[config.mk]
export PLATFORM = sky130hd
export DESIGN_NAME = busca_fronteira
export DESIGN_NICKNAME = d
export VERILOG_FILES = /design/src/rtl/busca_fronteira.sv
export SDC_FILE = /design/constraint.sdc
export NUM_CORES = 1
export LEC_CHECK = 0
export ABC_AREA = 1
export CORE_MARGIN = 2
export CORE_UTILIZATION = 29
export CTS_BUF_LIST = sky130_fd_sc_hd__clkbuf_8 sky130_fd_sc_hd__clkbuf_16
export CTS_CLUSTER_DIAMETER = 80
export CTS_CLUSTER_SIZE = 40
export DETAILED_ROUTE_END_ITERATION = 12
export GPL_TIMING_DRIVEN = 0
export PLACE_DENSITY_LB_ADDON = 0.15
export SYNTH_ARGS = -nofsm -noshare
export SYNTH_HDL_FRONTEND = slang
export SYNTH_SLANG_ARGS = --single-unit
[constraint.sdc]
create_clock -name clock -period 9.9 [get_ports clock]
set_clock_uncertainty 0.15 [all_clocks]
set_input_delay 0.99 -clock clock [delete_from_list [all_inputs] [get_ports clock]]
set_output_delay 0.99 -clock clock [all_outputs]
set_load 0.05 [all_outputs]
[src/rtl/busca_fronteira.sv]
// busca_fronteira: searches a square occupancy grid for the nearest frontier cell
// around the robot, ring by ring in Manhattan distance, and reports the first hit.
//
// Ports:
//   clock, reset                 rising-edge clock, synchronous active-high reset
//   inicio, cancelar             start pulse (ignored while busy), abort request
//   posicaoAtualnoEixoX/Y        robot cell, latched when inicio is accepted
//   enable[3:0]                  quadrant mask: direitaFrente, esquerdaFrente,
//                                esquerdaTras, direitaTras
//   endereco, enderecoValido     grid read address (y*TamanhoMalha+x) and strobe
//   dadoMalha                    cell value, valid the cycle after the strobe
//   ocupado                      search in progress
//   operacaoFinalizada           one-cycle pulse when a search completes
//   encontrado, destinoX/Y,      result of the last completed search
//   distancia
module busca_fronteira #(
    parameter int TamanhoMalha     = 20,
    parameter int tamanhoDistancia = 8,
    parameter int RaioMaximo       = 2 * TamanhoMalha - 2,
    localparam int LARG_END        = $clog2(TamanhoMalha * TamanhoMalha)
) (
    input  logic                        clock,
    input  logic                        reset,
    input  logic                        inicio,
    input  logic                        cancelar,
    input  logic [tamanhoDistancia-1:0] posicaoAtualnoEixoX,
    input  logic [tamanhoDistancia-1:0] posicaoAtualnoEixoY,
    input  logic [3:0]                  enable,
    output logic [LARG_END-1:0]         endereco,
    output logic                        enderecoValido,
    input  logic [1:0]                  dadoMalha,
    output logic                        ocupado,
    output logic                        operacaoFinalizada,
    output logic                        encontrado,
    output logic [tamanhoDistancia-1:0] destinoX,
    output logic [tamanhoDistancia-1:0] destinoY,
    output logic [tamanhoDistancia-1:0] distancia
);

    // Two extra bits: one for sign, one so pos+offset never wraps.
    localparam int LARG_COORD = tamanhoDistancia + 2;
    typedef logic signed [LARG_COORD-1:0] coord_t;

    localparam coord_t     C_MALHA   = coord_t'(TamanhoMalha);
    localparam coord_t     C_RMAX    = coord_t'(RaioMaximo);
    localparam coord_t     C_UM      = coord_t'(1);
    localparam logic [1:0] FRONTEIRA = 2'b11;

    typedef enum logic [1:0] {IDLE, GERAR, COMPARAR, FIM} estado_t;

    estado_t                     r_estado, w_estado_prox;
    coord_t                      r_raio, w_raio_prox;
    coord_t                      r_dx, w_dx_prox;
    coord_t                      r_dy, w_dy_prox;
    coord_t                      r_pos_x, w_pos_x_prox;
    coord_t                      r_pos_y, w_pos_y_prox;
    logic [3:0]                  r_enable, w_enable_prox;
    logic                        r_encontrado, w_encontrado_prox;
    logic [tamanhoDistancia-1:0] r_destino_x, w_destino_x_prox;
    logic [tamanhoDistancia-1:0] r_destino_y, w_destino_y_prox;
    logic [tamanhoDistancia-1:0] r_distancia, w_distancia_prox;

    coord_t     w_abs_dx, w_k, w_dx_inc, w_abs_dx_inc, w_k_inc;
    coord_t     w_cand_x, w_cand_y;
    coord_t     w_av_raio, w_av_dx, w_av_dy;
    logic       w_av_fim;
    logic       w_dentro, w_habilitado, w_le;
    logic [1:0] w_quad;
    int         w_end_int;

    // Current candidate in absolute grid coordinates.
    assign w_cand_x = r_pos_x + r_dx;
    assign w_cand_y = r_pos_y + r_dy;
    assign w_dentro = (w_cand_x >= 0) && (w_cand_x < C_MALHA) &&
                      (w_cand_y >= 0) && (w_cand_y < C_MALHA);

    always_comb begin
        if (r_dx > 0 && r_dy >= 0) begin
            w_quad = 2'd0;
        end else if (r_dx <= 0 && r_dy > 0) begin
            w_quad = 2'd1;
        end else if (r_dx < 0 && r_dy <= 0) begin
            w_quad = 2'd2;
        end else begin
            w_quad = 2'd3;
        end
    end

    assign w_habilitado = r_enable[w_quad];
    assign w_le         = (r_estado == GERAR) && w_dentro && w_habilitado;
    assign w_end_int    = int'(w_cand_y) * TamanhoMalha + int'(w_cand_x);

    // Ring walk: k = r-|dx| gives the two dy values (-k then +k) for each dx.
    assign w_abs_dx     = r_dx[LARG_COORD-1] ? -r_dx : r_dx;
    assign w_k          = r_raio - w_abs_dx;
    assign w_dx_inc     = r_dx + C_UM;
    assign w_abs_dx_inc = w_dx_inc[LARG_COORD-1] ? -w_dx_inc : w_dx_inc;
    assign w_k_inc      = r_raio - w_abs_dx_inc;

    always_comb begin
        w_av_fim  = 1'b0;
        w_av_raio = r_raio;
        w_av_dx   = r_dx;
        w_av_dy   = r_dy;
        if (w_k != '0 && r_dy < 0) begin
            w_av_dy = w_k;
        end else if (r_dx != r_raio) begin
            w_av_dx = w_dx_inc;
            w_av_dy = -w_k_inc;
        end else if (r_raio < C_RMAX) begin
            w_av_raio = r_raio + C_UM;
            w_av_dx   = -(r_raio + C_UM);
            w_av_dy   = '0;
        end else begin
            w_av_fim = 1'b1;
        end
    end

    always_comb begin
        w_estado_prox     = r_estado;
        w_raio_prox       = r_raio;
        w_dx_prox         = r_dx;
        w_dy_prox         = r_dy;
        w_pos_x_prox      = r_pos_x;
        w_pos_y_prox      = r_pos_y;
        w_enable_prox     = r_enable;
        w_encontrado_prox = r_encontrado;
        w_destino_x_prox  = r_destino_x;
        w_destino_y_prox  = r_destino_y;
        w_distancia_prox  = r_distancia;

        // Abort wins over everything and leaves results untouched.
        if (cancelar && r_estado != IDLE) begin
            w_estado_prox = IDLE;
        end else begin
            case (r_estado)
                IDLE: begin
                    if (inicio) begin
                        w_pos_x_prox      = coord_t'(posicaoAtualnoEixoX);
                        w_pos_y_prox      = coord_t'(posicaoAtualnoEixoY);
                        w_enable_prox     = enable;
                        w_raio_prox       = C_UM;
                        w_dx_prox         = -C_UM;
                        w_dy_prox         = '0;
                        w_encontrado_prox = 1'b0;
                        w_destino_x_prox  = '0;
                        w_destino_y_prox  = '0;
                        w_distancia_prox  = '0;
                        w_estado_prox     = GERAR;
                    end
                end
                GERAR: begin
                    if (w_le) begin
                        w_estado_prox = COMPARAR;
                    end else if (w_av_fim) begin
                        w_encontrado_prox = 1'b0;
                        w_destino_x_prox  = '0;
                        w_destino_y_prox  = '0;
                        w_distancia_prox  = '0;
                        w_estado_prox     = FIM;
                    end else begin
                        w_raio_prox = w_av_raio;
                        w_dx_prox   = w_av_dx;
                        w_dy_prox   = w_av_dy;
                    end
                end
                COMPARAR: begin
                    if (dadoMalha == FRONTEIRA) begin
                        w_encontrado_prox = 1'b1;
                        w_destino_x_prox  = w_cand_x[tamanhoDistancia-1:0];
                        w_destino_y_prox  = w_cand_y[tamanhoDistancia-1:0];
                        w_distancia_prox  = r_raio[tamanhoDistancia-1:0];
                        w_estado_prox     = FIM;
                    end else if (w_av_fim) begin
                        w_encontrado_prox = 1'b0;
                        w_destino_x_prox  = '0;
                        w_destino_y_prox  = '0;
                        w_distancia_prox  = '0;
                        w_estado_prox     = FIM;
                    end else begin
                        w_raio_prox   = w_av_raio;
                        w_dx_prox     = w_av_dx;
                        w_dy_prox     = w_av_dy;
                        w_estado_prox = GERAR;
                    end
                end
                FIM: begin
                    w_estado_prox = IDLE;
                end
                default: begin
                    w_estado_prox = IDLE;
                end
            endcase
        end
    end

    always_ff @(posedge clock) begin
        if (reset) begin
            r_estado     <= IDLE;
            r_raio       <= C_UM;
            r_dx         <= '0;
            r_dy         <= '0;
            r_pos_x      <= '0;
            r_pos_y      <= '0;
            r_enable     <= '0;
            r_encontrado <= 1'b0;
            r_destino_x  <= '0;
            r_destino_y  <= '0;
            r_distancia  <= '0;
        end else begin
            r_estado     <= w_estado_prox;
            r_raio       <= w_raio_prox;
            r_dx         <= w_dx_prox;
            r_dy         <= w_dy_prox;
            r_pos_x      <= w_pos_x_prox;
            r_pos_y      <= w_pos_y_prox;
            r_enable     <= w_enable_prox;
            r_encontrado <= w_encontrado_prox;
            r_destino_x  <= w_destino_x_prox;
            r_destino_y  <= w_destino_y_prox;
            r_distancia  <= w_distancia_prox;
        end
    end

    assign enderecoValido     = w_le;
    assign endereco           = w_le ? w_end_int[LARG_END-1:0] : '0;
    assign ocupado            = (r_estado != IDLE);
    assign operacaoFinalizada = (r_estado == FIM);
    assign encontrado         = r_encontrado;
    assign destinoX           = r_destino_x;
    assign destinoY           = r_destino_y;
    assign distancia          = r_distancia;

endmodule

Word-level counts from Yosys, hierarchy flattened
Cells that the tools add are included.

Register bits after elaboration: 77. Bits of input ports: 26. Output and inout bits: 37. Word-level logic and storage cells: 124.

Add/subtract/negate cells: 11. $mul: 1. Order comparisons: 13. Eq/ne operators: 9. Multiplexer cells: 59. Bitwise gates (word level): 1. Reductions and logical operators: 19.

Operator list (count): $mux W10 (23); $pmux W10 S3 (3); $mux W8 (10); $pmux W8 S3 (3); $neg A10 Y10 (4); $ge A10 B1 Y1 const B (3); $add A10 B2 Y10 const B (2); $add A9 B10 Y10 (2); $gt A10 B1 Y1 const B (2); $le A10 B1 Y1 const B (2); $lt A10 B1 Y1 const B (2); $lt A10 B6 Y1 const B (2); $sub A10 B10 Y10 (2); $mux W2 (7); $logic_and A1 B1 Y1 (10); $lt A10 B7 Y1 const B (1); $mul A10 B4 Y7 const B (1); $ne A10 B10 Y1 (1); $reduce_bool A10 Y1 (1); $add A9 B9 Y9 (1); $mux W1 (9); $mux W9 (1); $pmux W2 S4 (1); $eq A2 B2 Y1 const B (3); other kinds (15) (17).

Logic depth before layout (Yosys ltp)
Depth after elaboration: 10. Mapped depth: 26. Gate-level depth less buffers: 24.

Least setup slack after synthesis
OpenSTA, ideal clock, no wires.

Path kind: reg2out. Start point: reg r_dy[0]. End point: out endereco[6]. Arrival time: 3.594 ns. Required time: 8.760 ns. Setup slack: 5.166 ns. Stages on the path, launching flop included: 12. Buffers on the path: 0. Path through: dfxtp_1 ha_1 fa_1 nand2_1 nand2_1 nand2_1 nand2_1 ha_1 fa_1 ha_1 nand2_1 nor3b_1.

Longest elaborated chain between the ends: 9. Elaborated cells between the ends (all ways): 21. Those cells by class: add/sub (2); mul (1); order compare (5); mux (6); reduce/logical (7).

RTL lines: start, declared (RTL line 54) `coord_t r_dy, w_dy_prox;`; start signal, assigned (RTL line 214) `r_dy <= w_dy_prox;`; parallel branches: the longest is 8 deep, another holds $add A9 B10 Y10; $mux W9 (*) (RTL line 226) `assign endereco = w_le ? w_end_int[LARG_END-1:0] : '0;`; end, declared (RTL line 29) `output logic [LARG_END-1:0] endereco,`.

Mark *: on every way between the ends. The select of a mux whose other input is x is not followed.

Worst setup path in the final report
Start point: reg r_dy[0]. End point: out endereco[8].

Same word-level chain as after synthesis.

==> metrics <==
final hold viol count 0; outcome finished, final reports clean; sequential-to-total area share from yosys stat 0.1931; Final Non-Filler Cells 1,828; Worst Setup Start Kind register; syn avg cell area 5.661 um2; GR Util met2 0.3097; number of I/O port buffers ~60; die boundary width between 150 and 200 um; DIE HEIGHT between 150 and 200 um; Comb pwr share 0.768; FF/Latch Area 0.001541 mm2; CP endpoint kind output pin; final hold slack roughly 320 ps; CP cell instances ha_1 > fa_1 > nand2_1 > nand2_1 > nand2_1 > nand2_1 > ha_1 > fa_1 > ha_1 > nand2_1 > nand2_1 > a21oi_1 > xnor2_1 > nor2_1 > clkdlybuf4s50_1; CTS tree built; Seq pwr share 0.130; clock-pin slew on the worst setup and hold paths 60 ps; clk sinks 77; peak supply drop 0.2444 mV; Worst Hold Class reg -> reg; post-layout util 0.3455; pre-CTS setup slack ~5000 ps; fraction of layout cells with a size suffix above 1 0.05447; num ports 63; H-Tree Depth 3; P_sw between 2 and 2.5 mW; Cells after DPL around 1,800; DR DRC count 0; unrepaired setup endpoints after global routing false; Routed WL about 27,000 um; vias 8,542; clock share of power 0.103; global route overflow 0; Pwr Density ~400 mW/mm2; Distinct cells, synth 44; Clk Latency, worst-skew pair 350 ps; drt wl/cell approximately 15 um; vias per cell 4.673; leading area contributor after synthesis nand2_1; grt met1 use 0.2514; CP Max Fanout 4; cts hold-fix bufs 0; Num CTS Buffers 9; initial antenna violation count 0; Slew headroom 0.5080; slew at the pin closest to its max-slew limit 738.0 ps; Max Clock Freq 0.1861 GHz; largest net degree at the start of global routing 14; Sw Share 0.5759; met3 Resource Use GR 0.02581; Crit path max-delay family adder cells; fin. max-slew vios 0; Area contributors post-synth nand2_1 (21%), dfxtp_1 (19%), nor2_1 (13%), ha_1 (8.5%), inv_1 (8.0%); Worst Setup Slack, final 4527 ps; Max Cap Viol 0; Filler cells 3,069; worst path bufs/invs 1; gp weighted congestion between 0.9 and 1; Mapped Cells 1,410; min Tclk post-route between 5000 and 6000 ps; leakage power between 4 and 5 nW; critical path class reg -> out; GR peak layer met2; CORE AREA 0.02703 mm2; n_diodes 0; DR pass1 iterations 6; CTS root buffer clkbuf_16; CTS Buffer Depth 2; period utilization 0.5427; worst path required time a little under 9000 ps; most frequent CP cell nand2_1; Crit path largest cell delay 810 ps; syn_nets 1,496; Final setup viols 0; nets ~1,600; post_cts resized 0; Post-Syn Area 0.007983 mm2; first-pass GRT wire length 41,880 um; Std-Cell Rows 60; #FFs+latches synth slightly below 80; Area Overhead vs Synth 16.96%; Die Area 0.02887 mm2; P_int between 1.5 and 2 mW; setup TNS 0 ps; DP HPWL 21,650 um; Setup Buffers After CTS 0; Multi-input gate area 0.005380 mm2; All-Layer GR Usage 0.1864; post-synth top area share 0.2092; DRT antenna net count 0; initial core utilization 0.2954; Ys Warns 0; slowest stage cell, crit path clkdlybuf4s50_1; DR iter-0 viols just over 700; vias in the first global route just under 8,000; WP data arrival 4230 ps
## cells by family (layout without fill, tap and decap cells)
| group | after synthesis | count (layout) | synth area share |
|---|---|---|---|
| fa+ha+maj | 60 | 60 | 0.09969 |
| buf+inv | 255 | 332 | 0.1329 |
| flops | 77 | 77 | 0.1931 |
| simple gates | 868 | 868 | 0.4541 |
| xor+xnor | 42 | 42 | 0.04608 |
| compound gates | 108 | 108 | 0.07414 |
## metal layers
layer	up-vias	share of wire
met3	36	0.045
li1	4486	-
met5	-	0
met2	220	0.45
met4	0	0.024
met1	3800	0.48
## power groups by stage
stage	clock network, mW	logic, mW	registers, mW
4_1_cts	0.382	2.78	0.471
3_3_place_gp	0	2.76	0.478
3_5_place_dp	0	2.76	0.478
6_report	0.374	2.79	0.471
5_1_grt	0.392	3.15	0.480
2_1_floorplan	0	2.04	0.442
## layout by cell type (no fill, tap or decap), drive strengths merged, types with 2 or more instances in the layout
| cell | count |
|---|---|
| o211ai | 4 |
| dfxtp | 77 |
| nor2 | 288 |
| nand4 | 26 |
| xnor2 | 11 |
| clkinvlp | 2 |
| a21o | 2 |
| o21bai | 4 |
| o31ai | 3 |
| bufinv | 2 |
| fa | 6 |
| nor3 | 8 |
| inv | 187 |
| clkbuf | 28 |
| a21oi | 37 |
| nand2 | 447 |
| buf | 29 |
| ha | 54 |
| clkinv | 23 |
| nand3 | 86 |
| nand3b | 6 |
| clkdlybuf4s50 | 61 |
| nor3b | 3 |
| xor2 | 31 |
| o21ai | 53 |
| a31oi | 2 |
## cell usage after synthesis (all sizes together)
cell,count
o211ai,4
o31ai,3
a21oi,37
fa,6
nand4,26
nand2,447
inv,184
dfxtp,77
a21o,2
xnor2,11
nor3b,3
xor2,31
nor2,288
a211oi,1
nor4,1
nand3,86
o21bai,4
a31oi,2
nor3,8
nand3b,6
o21a,1
nor4b,1
o221ai,1
ha,54
clkinv,23
or2,1
and2,1
o21ai,53
clkbuf,19
buf,29
## worst reg2reg max path, stage by stage (launching register included)
cell	delay [ps]
dfxtp_1	400
inv_1	260
ha_1	220
nand2_1	80
o31ai_1	280
xor2_1	280
inv_1	100
ha_1	360
nand2_1	150
inv_1	50
a21oi_1	220
nand2_1	110
nand2_1	70
nand2_1	50
nor2_1	120
nand3b_1	100
o21ai_1	240
buf_2	250
o21ai_0	130
nand3_1	110
nand2_1	90
nand2_1	90
nor2_1	40
## final timing paths
path	from	endpoint	slack, ps	cells after the start
max	r_dy[0]	endereco[8]	4530	15
min	r_enable[0]	r_enable[0]	320	2
max reg2reg	r_dx[1]	r_dy[1]	5840	22
min reg2reg	r_enable[0]	r_enable[0]	320	2
## flip-flops by register name, indices dropped and copies added (netlist names)
| register | count |
|---|---|
| encontrado | 1 |
| distancia | 8 |
| r_estado | 2 |
| r_enable | 4 |
| r_pos_y | 8 |
| r_dy | 10 |
| destinoY | 8 |
| r_dx | 10 |
| r_raio | 10 |
| r_pos_x | 8 |
| destinoX | 8 |
## per-stage QoR
stage	total power, mW	area (um2)
CTS	3.629	9336
global route	4.026	9336
floorplan	2.483	7983
global placement	3.234	9020
finish	3.635	9336
detailed placement	3.236	9020
## cell type report
type | instances | area share
Multi-Input combinational cell | 1078 | 0.5763
Sequential cell | 77 | 0.1651
Inverter | 207 | 0.08376
Timing Repair Buffer | 61 | 0.06540
Tap cell | 341 | 0.04570
Buffer | 48 | 0.02988
Clock buffer | 9 | 0.02412
Clock inverter | 7 | 0.009783
No activity file was read; power rests on OpenSTA's default activity.
